### src/rtl/uart_rx_frame_if.sv
// Consumer-side handshake of the UART receive framer: received word, valid/ack
// and the per-frame status flags.
interface uart_rx_frame_if #(
   parameter int DATA_BITS = 8
) ();
   logic [DATA_BITS-1:0] data;
   logic                 data_valid;
   logic                 rd_ack;
   logic                 frame_err;
   logic                 parity_err;
   logic                 overrun;

   modport master (
      output data,
      output data_valid,
      output frame_err,
      output parity_err,
      output overrun,
      input  rd_ack
   );

   modport slave (
      input  data,
      input  data_valid,
      input  frame_err,
      input  parity_err,
      input  overrun,
      output rd_ack
   );
endinterface

### src/rtl/uart_rx_frame.sv
// UART receive framer: synchronises rx, steers the bit-tick generator from the
// start edge and samples start/data/parity/stop bits on its mid-bit strobe.
module uart_rx_frame #(
   parameter int DATA_BITS  = 8,
   parameter int PARITY_EN  = 0,
   parameter int PARITY_ODD = 0
) (
   input  logic            clk,
   input  logic            rstn,
   input  logic            rx,
   input  logic            rx_read,
   input  logic            counter_en,
   output logic            tick_en,
   output logic            tick_rstn,
   output logic            busy,
   uart_rx_frame_if.master rx_bus
);

   typedef enum logic [2:0] {
      ST_IDLE   = 3'd0,
      ST_START  = 3'd1,
      ST_DATA   = 3'd2,
      ST_PARITY = 3'd3,
      ST_STOP   = 3'd4
   } state_t;

   localparam logic [3:0] LAST_BIT    = 4'(DATA_BITS - 1);
   localparam logic       PAR_ODD_BIT = (PARITY_ODD != 0) ? 1'b1 : 1'b0;
   localparam logic       HAS_PARITY  = (PARITY_EN != 0) ? 1'b1 : 1'b0;

   function automatic logic parity_of(input logic [DATA_BITS-1:0] v);
      return ^v;
   endfunction

   state_t               state_q, state_d;
   logic                 sync1_q, rx_s_q, rx_p_q;
   logic [3:0]           bit_cnt_q, bit_cnt_d;
   logic [DATA_BITS-1:0] shift_q, shift_d;
   logic                 par_err_q, par_err_d;
   logic                 got_read_q, got_read_d;
   logic [DATA_BITS-1:0] data_q, data_d;
   logic                 data_valid_q, data_valid_d;
   logic                 frame_err_q, frame_err_d;
   logic                 parity_err_q, parity_err_d;
   logic                 overrun_q, overrun_d;
   logic                 tick_en_q, tick_rstn_q, busy_q;
   logic                 start_s;
   logic                 ack_s;

   assign start_s = rx_p_q & ~rx_s_q;
   assign ack_s   = rx_bus.rd_ack & data_valid_q;

   // Next-state and datapath computation for the framer.
   always_comb begin
      state_d      = state_q;
      bit_cnt_d    = bit_cnt_q;
      shift_d      = shift_q;
      par_err_d    = par_err_q;
      got_read_d   = got_read_q;
      data_d       = data_q;
      data_valid_d = data_valid_q & ~ack_s;
      overrun_d    = overrun_q & ~ack_s;
      frame_err_d  = 1'b0;
      parity_err_d = 1'b0;

      if (state_q == ST_IDLE) begin
         if (start_s) begin
            state_d    = ST_START;
            bit_cnt_d  = 4'd0;
            shift_d    = '0;
            par_err_d  = 1'b0;
            got_read_d = 1'b0;
         end else begin
            state_d = ST_IDLE;
         end
      end else if (rx_read) begin
         got_read_d = 1'b1;
         case (state_q)
            ST_START: begin
               state_d = rx_s_q ? ST_IDLE : ST_DATA;
            end
            ST_DATA: begin
               shift_d   = {rx_s_q, shift_q[DATA_BITS-1:1]};
               bit_cnt_d = bit_cnt_q + 4'd1;
               if (bit_cnt_q == LAST_BIT) begin
                  state_d = HAS_PARITY ? ST_PARITY : ST_STOP;
               end else begin
                  state_d = ST_DATA;
               end
            end
            ST_PARITY: begin
               par_err_d = rx_s_q ^ parity_of(shift_q) ^ PAR_ODD_BIT;
               state_d   = ST_STOP;
            end
            ST_STOP: begin
               state_d = ST_IDLE;
               if (rx_s_q) begin
                  // A simultaneous ack frees the slot, so only an unacked word overruns.
                  data_d       = shift_q;
                  data_valid_d = 1'b1;
                  parity_err_d = par_err_q;
                  overrun_d    = overrun_d | (data_valid_q & ~rx_bus.rd_ack);
               end else begin
                  frame_err_d = 1'b1;
               end
            end
            default: begin
               state_d = ST_IDLE;
            end
         endcase
      end else if (counter_en) begin
         // End of bit with no mid-bit sample means the generator is misconfigured.
         if (got_read_q) begin
            got_read_d = 1'b0;
         end else begin
            state_d = ST_IDLE;
         end
      end else begin
         got_read_d = got_read_q;
      end
   end

   // State, synchroniser and registered outputs.
   always_ff @(posedge clk or negedge rstn) begin
      if (!rstn) begin
         sync1_q      <= 1'b1;
         rx_s_q       <= 1'b1;
         rx_p_q       <= 1'b1;
         state_q      <= ST_IDLE;
         bit_cnt_q    <= 4'd0;
         shift_q      <= '0;
         par_err_q    <= 1'b0;
         got_read_q   <= 1'b0;
         data_q       <= '0;
         data_valid_q <= 1'b0;
         frame_err_q  <= 1'b0;
         parity_err_q <= 1'b0;
         overrun_q    <= 1'b0;
         tick_en_q    <= 1'b0;
         tick_rstn_q  <= 1'b0;
         busy_q       <= 1'b0;
      end else begin
         sync1_q      <= rx;
         rx_s_q       <= sync1_q;
         rx_p_q       <= rx_s_q;
         state_q      <= state_d;
         bit_cnt_q    <= bit_cnt_d;
         shift_q      <= shift_d;
         par_err_q    <= par_err_d;
         got_read_q   <= got_read_d;
         data_q       <= data_d;
         data_valid_q <= data_valid_d;
         frame_err_q  <= frame_err_d;
         parity_err_q <= parity_err_d;
         overrun_q    <= overrun_d;
         tick_en_q    <= (state_d != ST_IDLE);
         tick_rstn_q  <= (state_d != ST_IDLE);
         busy_q       <= (state_d != ST_IDLE);
      end
   end

   assign tick_en           = tick_en_q;
   assign tick_rstn         = tick_rstn_q;
   assign busy              = busy_q;
   assign rx_bus.data       = data_q;
   assign rx_bus.data_valid = data_valid_q;
   assign rx_bus.frame_err  = frame_err_q;
   assign rx_bus.parity_err = parity_err_q;
   assign rx_bus.overrun    = overrun_q;

endmodule

### src/flat_wrapper.sv
// flat-port wrapper written by rule: the top's interface ports become plain ports
module uart_rx_frame_flat 
#(
   parameter int DATA_BITS  = 8,
   parameter int PARITY_EN  = 0,
   parameter int PARITY_ODD = 0
)
  (clk, rstn, rx, rx_read, counter_en, tick_en, tick_rstn, busy, rx_bus_data, rx_bus_data_valid, rx_bus_frame_err, rx_bus_parity_err, rx_bus_overrun, rx_bus_rd_ack);
  uart_rx_frame_if #(.DATA_BITS(DATA_BITS)) rx_bus_i ();
  input  logic clk;
  input  logic rstn;
  input  logic rx;
  input  logic rx_read;
  input  logic counter_en;
  output logic tick_en;
  output logic tick_rstn;
  output logic busy;
  output wire logic [$bits(rx_bus_i.data)-1:0] rx_bus_data;
  output wire logic [$bits(rx_bus_i.data_valid)-1:0] rx_bus_data_valid;
  output wire logic [$bits(rx_bus_i.frame_err)-1:0] rx_bus_frame_err;
  output wire logic [$bits(rx_bus_i.parity_err)-1:0] rx_bus_parity_err;
  output wire logic [$bits(rx_bus_i.overrun)-1:0] rx_bus_overrun;
  input wire logic [$bits(rx_bus_i.rd_ack)-1:0] rx_bus_rd_ack;
  assign rx_bus_data = rx_bus_i.data;
  assign rx_bus_data_valid = rx_bus_i.data_valid;
  assign rx_bus_frame_err = rx_bus_i.frame_err;
  assign rx_bus_parity_err = rx_bus_i.parity_err;
  assign rx_bus_overrun = rx_bus_i.overrun;
  assign rx_bus_i.rd_ack = rx_bus_rd_ack;
  uart_rx_frame #(.DATA_BITS(DATA_BITS), .PARITY_EN(PARITY_EN), .PARITY_ODD(PARITY_ODD)) u_core (.clk(clk), .rstn(rstn), .rx(rx), .rx_read(rx_read), .counter_en(counter_en), .tick_en(tick_en), .tick_rstn(tick_rstn), .busy(busy), .rx_bus(rx_bus_i));
endmodule
### config.mk
export PLATFORM = sky130hd
export DESIGN_NAME = uart_rx_frame_flat
export DESIGN_NICKNAME = d
export VERILOG_FILES = /design/src/rtl/uart_rx_frame_if.sv /design/src/rtl/uart_rx_frame.sv /design/src/flat_wrapper.sv
export SDC_FILE = /design/constraint.sdc
export NUM_CORES = 1
export LEC_CHECK = 0
export CAP_MARGIN = 20
export CORE_MARGIN = 2
export CORE_UTILIZATION = 45
export DETAILED_ROUTE_END_ITERATION = 6
export PLACE_DENSITY_LB_ADDON = 0.1
export REMOVE_ABC_BUFFERS = 1
export SKIP_LAST_GASP = 1
export SLEW_MARGIN = 40
export SYNTH_ARGS = -nofsm -noshare
export SYNTH_HDL_FRONTEND = slang
export SYNTH_SLANG_ARGS = --single-unit
### constraint.sdc
create_clock -name clk -period 2.85 [get_ports clk]
set_clock_uncertainty 0.05 [all_clocks]
set_input_delay 0.57 -clock clk [delete_from_list [all_inputs] [get_ports clk]]
set_output_delay 0.57 -clock clk [all_outputs]
set_load 0.05 [all_outputs]
### After elaboration in Yosys (flattened, before gate mapping)

Index checks and enable logic that the tools add are counted.

| word-level totals | value |
|---|---|
| register bits after elaboration | 33 |
| input port bits | 6 |
| memories | 0 |
| RAM bits | 0 |
| bits in read-only memories | 0 |
| latch bits | 0 |

| operators by class | value |
|---|---|
| $add $sub $neg | 1 |
| eq/ne operators | 6 |
| reduce and logical (&&, ||, !) cells | 11 |
| bitwise operators | 11 |
| order comparisons | 0 |
| multiplexer cells | 39 |
| divide/modulo/power cells | 0 |
| $mul | 0 |
| shift-type cells | 0 |

Operators with widths:

| operator | number |
|---|---|
| two-way mux 8 bit | 4 |
| two-way mux 1 bit | 24 |
| two-way mux 4 bit | 4 |
| two-way mux 3 bit | 5 |
| one-hot mux 3 bit (3 select lines) | 1 |
| XOR reduction 8 bit | 1 |
| == test 3 x 2 -> 1 bit, second input constant | 2 |
| AND reduction 3 bit | 2 |
| nonzero test 2 bit | 3 |
| nonzero test 3 bit | 2 |
| bitwise AND 1 bit | 5 |
| adder 4 x 1 -> 4 bit, second input constant | 1 |
| == test 4 x 3 -> 1 bit, second input constant | 1 |
| NOT 1 bit | 4 |
| AND reduction 4 bit | 1 |
| == test 3 x 1 -> 1 bit, second input constant | 1 |
| == test 3 bit, second input constant | 1 |
| logical NOT 3 bit | 1 |
| two-way mux 2 bit | 1 |
| inequality test 2 x 1 -> 1 bit, second input constant | 1 |
| AND reduction 2 bit | 1 |
| bitwise OR 1 bit | 1 |
| XOR 1 bit | 1 |

### Depth between registers and ports, before layout

Gate-level depths: netlist of the first run.

| depth | value |
|---|---|
| word-level depth | 8 |
| gate-level depth with buffers | 6 |
| gate-level depth less buffers | 5 |

### Worst setup path before layout of the first run

OpenSTA, ideal clock, no wires.

| timing | value |
|---|---|
| path kind | input -> register |
| start | input rx_read |
| end | register u_core.shift_q[5] |
| cell stages on the path | 6 |
| setup slack | 1.258 ns |
| data arrival time | 1.421 ns |
| path through | buf_2 > and4bb_1 > a31o_4 > buf_6 > nand3_1 > o21ai_1 |

| on the way | value |
|---|---|
| longest elaborated chain between the ends | 2 |

RTL lines:

| element | line | text |
|---|---|---|
| from (decl) | flat_wrapper.sv:13 | `input logic rx_read;` |
| nonzero test 2 bit (no source line) | - |  |
| AND reduction 3 bit (no source line) | - |  |
| to (signal assigned) | uart_rx_frame.sv:148 | `shift_q <= shift_d;` |
| to (decl) | uart_rx_frame.sv:38 | `logic [DATA_BITS-1:0] shift_q, shift_d;` |

Every way passes these cells.
A chain may end at the register's enable or synchronous reset.

### Worst setup path in the final report of the first run

| timing | value |
|---|---|
| start | register u_core.data_valid_q, in the netlist u_core.rx_bus.data_valid |
| end | output rx_bus_data_valid |

RTL lines:

| element | line | text |
|---|---|---|
| from (decl) | uart_rx_frame.sv:42 | `logic data_valid_q, data_valid_d;` |
| from (signal assigned) | uart_rx_frame.sv:152 | `data_valid_q <= data_valid_d;` |
| to (decl) | flat_wrapper.sv:19 | `output wire logic [$bits(rx_bus_i.data_valid)-1:0] rx_bus_data_valid;` |

No word-level cell between the ends.

==> out/metrics.csv, run 1 <==
metric;value;unit
h-tree-depth;2;
core;3080;µm²
insertion_delay;0.32;ns
nets;164;
start_util;0.474;
synth_area;1460;µm²
io_pins;21;
finalHoldViolations;0;
worstPathCellList;clkdlybuf4s50_1;
cp_top_family;buffers and inverters;
cts_resized;0;
grt_pass1_vias;951;
multi_input_area;527;µm²
max_clock_freq;472;MHz
rsz0062_at_grt;no;
wl;2490;µm
wl_per_cell;12.4;µm
cts_sinks;33;
hold_path_class;flop to flop;
drt_iter0_drc;43;
tightest_slew;0.496;ns
crit_path_start_kind;flop;
die_y;60.9;µm
synthFlopType;dfrtp_1;
gr-total-overflow;0;
busiest_layer;met2;
vias_per_cell;4.99;
synth_cells;136;
drc_errors;0;
seq_area;830;µm²
maxCapViolations;0;
setup_viol;0;
outcome;completed;
dr.pass1.iters;4;
place.gp.congestion;0.827;
power.total;1.38;mW
vdd_ir_drop_max;385;µV
path_buf_inv;1;
fp.dieW;60.9;µm
p_per_area;800;nW/µm²
synth_warnings;0;
slowest_delay;0.81;ns
ys_types;34;
met2_usage;0.257;
synth.yosys.seq_area_share;0.569;
slowest_stage;clkdlybuf4s50_1;
finalMaxSlewViolations;0;
use_met1;0.196;
synth_edf_count;0;
synth.avg_cell_area;10.7;µm²
ant_nets;0;
hold_buffers;0;
cts_setup_buffers;0;
hpwl;1750;µm
critPathKind;flop to primary output;
rows;20;
syn_to_final_growth;18.2;%
io_buffers;20;
grt_pass1_wl;4260;µm
final_cell_mix;dfrtp_1 (30), clkdlybuf4s50_1 (20), nand2_1 (17);
antennaDiodeCount;0;
period_needed;2.12;ns
grt_use_met3;0.0448;
n_fill_cell;272;
crit_required;2.23;ns
drive_gt1_frac;0.0955;
via_count;1002;
endpoint_kind;primary output;
die_area;3710;µm²
gr-usage-all-layers;0.160;
grt_max_degree;34;
yosys_register_bits;33;
cts-buffers-inserted;5;
slew_headroom;0.668;
layout_commonest_cell;dfrtp_1;
tritoncts;done;
p_leak;0.783;nW
grt_antenna_before_repair;0;
cts_buffer_depth;2;
fin_tns_setup;0;ns
arrival;1.50;ns
place_inst;194;
async_reset_ff_frac;1.00;
clk_transition_reported_paths;0.09;ns
finalCritPeriodShare;0.744;
cts-root-buf;clkbuf_4;
final_cells;201;
crit_fanout;3;
[per-stage QoR]
| stage | utilization | hold WS (ns) | setup slack (ns) | area (µm²) |
|---|---|---|---|---|
| 2_1_floorplan | - | 0.224 | 1.05 | 1400 |
| 3_3_place_gp | 0.542 | 0.301 | 0.736 | 1670 |
| 3_5_place_dp | 0.542 | 0.300 | 0.655 | 1670 |
| 4_1_cts | 0.560 | 0.315 | 0.699 | 1720 |
| 5_1_grt | 0.560 | 0.319 | 0.665 | 1720 |
| 6_report | 0.560 | 0.313 | 0.730 | 1720 |
[report_power, final]
group          total [mW]  leakage [nW]  switching [mW]  internal [mW]
Sequential          0.629         0.443          0.0778          0.551
Clock               0.259        0.0314           0.143          0.116
Combinational       0.490         0.309           0.298          0.192
[final timing paths]
kind,start,endpoint,slack (ns),depth (start not counted)
max in group asynchronous,rstn,u_core.rx_s_q$_DFF_PN1_,1.83,2
min in group asynchronous,rstn,u_core.shift_q[0]$_DFFE_PN0P_,0.59,2
worst min register to register,u_core.sync1_q$_DFF_PN1_,u_core.rx_s_q$_DFF_PN1_,0.31,0
worst max register to register,u_core.state_q[0]$_DFF_PN0_,u_core.rx_bus.data[7]$_DFFE_PN0P_,1.26,3
worst max-delay path,u_core.rx_bus.data_valid$_DFF_PN0_,rx_bus_data_valid,0.73,1
worst min-delay path,u_core.sync1_q$_DFF_PN1_,u_core.rx_s_q$_DFF_PN1_,0.31,0
[final cells by class]
class | count | share of cell area
well taps | 44 | 0.0320
repair buffers | 22 | 0.125
clock buffers | 7 | 0.0320
inverters | 11 | 0.0240
multi-input cells | 84 | 0.306
flip-flops and latches | 33 | 0.481
[registers in the layout, indices dropped and copies added (netlist names), 3 cells and up, named ones only]
register and flops:
u_core.bit_cnt_q 4, u_core.rx_bus.data 8, u_core.state_q 3, u_core.shift_q 8
[cells in the mapped netlist, drive strengths merged (2+ instances only)]
master | n | area, µm²
nand4 | 2 | 18.8
nand4b | 2 | 17.5
nand2 | 17 | 63.8
dfrtp | 30 | 751
nor2 | 10 | 40.0
o21ai | 18 | 90.1
buf | 8 | 60.1
inv | 11 | 41.3
xnor2 | 5 | 43.8
xor2 | 3 | 26.3
a21oi | 2 | 13.8
dfstp | 3 | 78.8
nand3 | 9 | 45.0
o22ai | 2 | 12.5
[cells by family after synthesis]
family / share of synthesized area
adder cells (fa/ha/maj): 0.00858
AO/OA/AOI/OAI: 0.110
buffers and inverters: 0.0695
XOR/XNOR: 0.0635
multiplexers: 0.0146
AND/OR/NAND/NOR: 0.165
flip-flops: 0.569
[routing by layer]
layer  up-vias  wire length [µm]
li1        498                 -
met1       480              1160
met2        20              1200
met3         4               101
met4         0                32
met5         -                 0
(Power assumes the default switching activity.)
==> run 2: changes to the inputs <==
==> constraint.sdc (replaced) <==
create_clock -name clk -period 2.2 [get_ports clk]
set_clock_uncertainty 0.05 [all_clocks]
set_input_delay 0.44 -clock clk [delete_from_list [all_inputs] [get_ports clk]]
set_output_delay 0.44 -clock clk [all_outputs]
set_load 0.05 [all_outputs]
==> run 2 against run 1 <==
Net effect:
- worst setup slack worse by 0.54 ns
- non-clock buffer count stayed put
- hold slack worse by 0.0011 ns
- power is 28% higher
- critical endpoint unchanged
- largest cell class unchanged
==> out/metrics.csv, run 2 (synthesis results as in run 1) <==
metric;value;unit;change
outcome;completed;;unchanged
tightest_slew;0.502;ns;was 0.496 ns
vdd_ir_drop_max;471;µV;was 385 µV
core;3080;µm²;unchanged
antennaDiodeCount;0;;unchanged
drive_gt1_frac;0.101;;was 0.0955
path_buf_inv;1;;unchanged
drt_iter0_drc;19;;was 43
grt_antenna_before_repair;0;;unchanged
tritoncts;done;;unchanged
critPathKind;flop to primary output;;unchanged
vias_per_cell;4.93;;was 4.99
grt_pass1_vias;876;;was 951
rrSetupSlack;0.68;ns;was 1.26 ns
slowest_delay;0.81;ns;about the same
die_area;3710;µm²;unchanged
ant_nets;0;;unchanged
finish.utilization;0.559;;was 0.560
slowest_stage;clkdlybuf4s50_1;;unchanged
place_area;1670;µm²;unchanged
slew_headroom;0.664;;was 0.668
syn_to_final_growth;17.9;%;was 18.2%
drc_errors;0;;unchanged
cts_sinks;33;;unchanged
crit_path_start_kind;flop;;unchanged
gr-usage-all-layers;0.158;;was 0.160
finalCritPeriodShare;0.912;;
cts-root-buf;clkbuf_4;;unchanged
fp.dieW;60.9;µm;unchanged
place.gp.congestion;0.822;;was 0.827
arrival;1.52;ns;was 1.50 ns
cts_buffer_depth;2;;unchanged
cts_resized;0;;unchanged
stdcell_area;1720;µm²;about the same
layout_commonest_cell;dfrtp_1;;unchanged
io_buffers;20;;unchanged
cts_setup_buffers;0;;unchanged
dr.pass1.iters;4;;unchanged
clk_transition_reported_paths;0.10;ns;was 0.09 ns
worst_r2r_path_depth;4;;was 3
endpoint_kind;primary output;;unchanged
insertion_delay;0.33;ns;was 0.32 ns
wl_per_cell;12.4;µm;about the same
hold_path_class;flop to flop;;unchanged
rsz0062_at_grt;no;;unchanged
n_fill_cell;288;;was 272
grt_pass1_wl;4040;µm;was 4260 µm
nets;164;;unchanged
start_util;0.474;;unchanged
wl;2510;µm;was 2490 µm
path_depth;1;;unchanged
crit_fanout;3;;unchanged
finalHoldViolations;0;;unchanged
p_leak;0.783;nW;about the same
die_y;60.9;µm;unchanged
hpwl;1770;µm;was 1750 µm
worstPathCellList;clkdlybuf4s50_1;;unchanged
period_needed;2.01;ns;
maxCapViolations;0;;unchanged
max_clock_freq;498;MHz;
setup_viol;0;;unchanged
crit_required;1.71;ns;was 2.23 ns
fin_tns_setup;0;ns;unchanged
rows;20;;unchanged
gr-total-overflow;0;;unchanged
io_pins;21;;unchanged
final_cell_mix;dfrtp_1 (30), clkdlybuf4s50_1 (20), nand2_1 (17);;unchanged
cts-buffers-inserted;5;;unchanged
via_count;995;;was 1002
finalMaxSlewViolations;0;;unchanged
grt_max_degree;34;;unchanged
worstHoldPathCells;0;;unchanged
cp_top_family;buffers and inverters;;unchanged
p_per_area;1030;nW/µm²;was 800 nW/µm²
h-tree-depth;2;;unchanged
hold_buffers;0;;unchanged
## run 2: changes by cell type in the layout (fill, tap and decap cells not counted), sizes merged
cell,previous run,this run
clkinv,0,2
clkbuf,7,6
## run 2: power by group
part           internal, mW  switching, mW
sequential            0.714         0.0965
clock                 0.122          0.202
combinational         0.247          0.387
## run 2: cell type report
type | count | area (µm²) | area share
clock buffer | 6 | 41.3 | 0.0240
clock inverter | 2 | 10.0 | 0.00582
inverter | 11 | 41.3 | 0.0240
multi-input combinational | 84 | 527 | 0.306
sequential | 33 | 830 | 0.483
tap | 44 | 55.1 | 0.0320
timing repair buffer | 22 | 215 | 0.125
## run 2: per-stage QoR
| step | cells | setup slack, ns | hold WS, ns | total power, mW |
|---|---|---|---|---|
| 2_1_floorplan | 128 | 0.529 | 0.0944 | 1.27 |
| 3_3_place_gp | 194 | 0.278 | 0.301 | 1.45 |
| 3_5_place_dp | 194 | 0.232 | 0.299 | 1.46 |
| 4_1_cts | 202 | 0.165 | 0.313 | 1.79 |
| 5_1_grt | 202 | 0.113 | 0.315 | 1.89 |
| 6_report | 202 | 0.194 | 0.312 | 1.77 |
## run 2: metal layers
metal / part of all wire / global-route usage / vias to the layer above
met5: 0 / 0 / -
met3: 0.035 / 0.0448 / 8
met1: 0.47 / 0.200 / 460
met2: 0.47 / 0.237 / 21
met4: 0.025 / 0.102 / 0
li1: - / - / 506
## run 2: path summary, 6_finish.rpt
| check | startpoint | endpoint |
|---|---|---|
| max in group asynchronous | rstn | u_core.rx_p_q$_DFF_PN1_ |
| setup / recovery | u_core.rx_bus.data_valid$_DFF_PN0_ | rx_bus_data_valid |
| hold / removal | u_core.sync1_q$_DFF_PN1_ | u_core.rx_s_q$_DFF_PN1_ |
| setup reg to reg | u_core.rx_s_q$_DFF_PN1_ | u_core.tick_en$_DFF_PN0_ |
| min in group asynchronous | rstn | u_core.rx_bus.data[0]$_DFFE_PN0P_ |
| hold reg to reg | u_core.sync1_q$_DFF_PN1_ | u_core.rx_s_q$_DFF_PN1_ |
==> run 3: changes to the inputs <==
--- a/config.mk
+++ b/config.mk
@@ -5,7 +5,6 @@
 export SDC_FILE = /design/constraint.sdc
 export NUM_CORES = 1
 export LEC_CHECK = 0
-export CAP_MARGIN = 20
 export CORE_MARGIN = 2
 export CORE_UTILIZATION = 45
 export DETAILED_ROUTE_END_ITERATION = 6
==> results of run 3 <==
Final layout, timing and power as in run 2 (identical DEF).
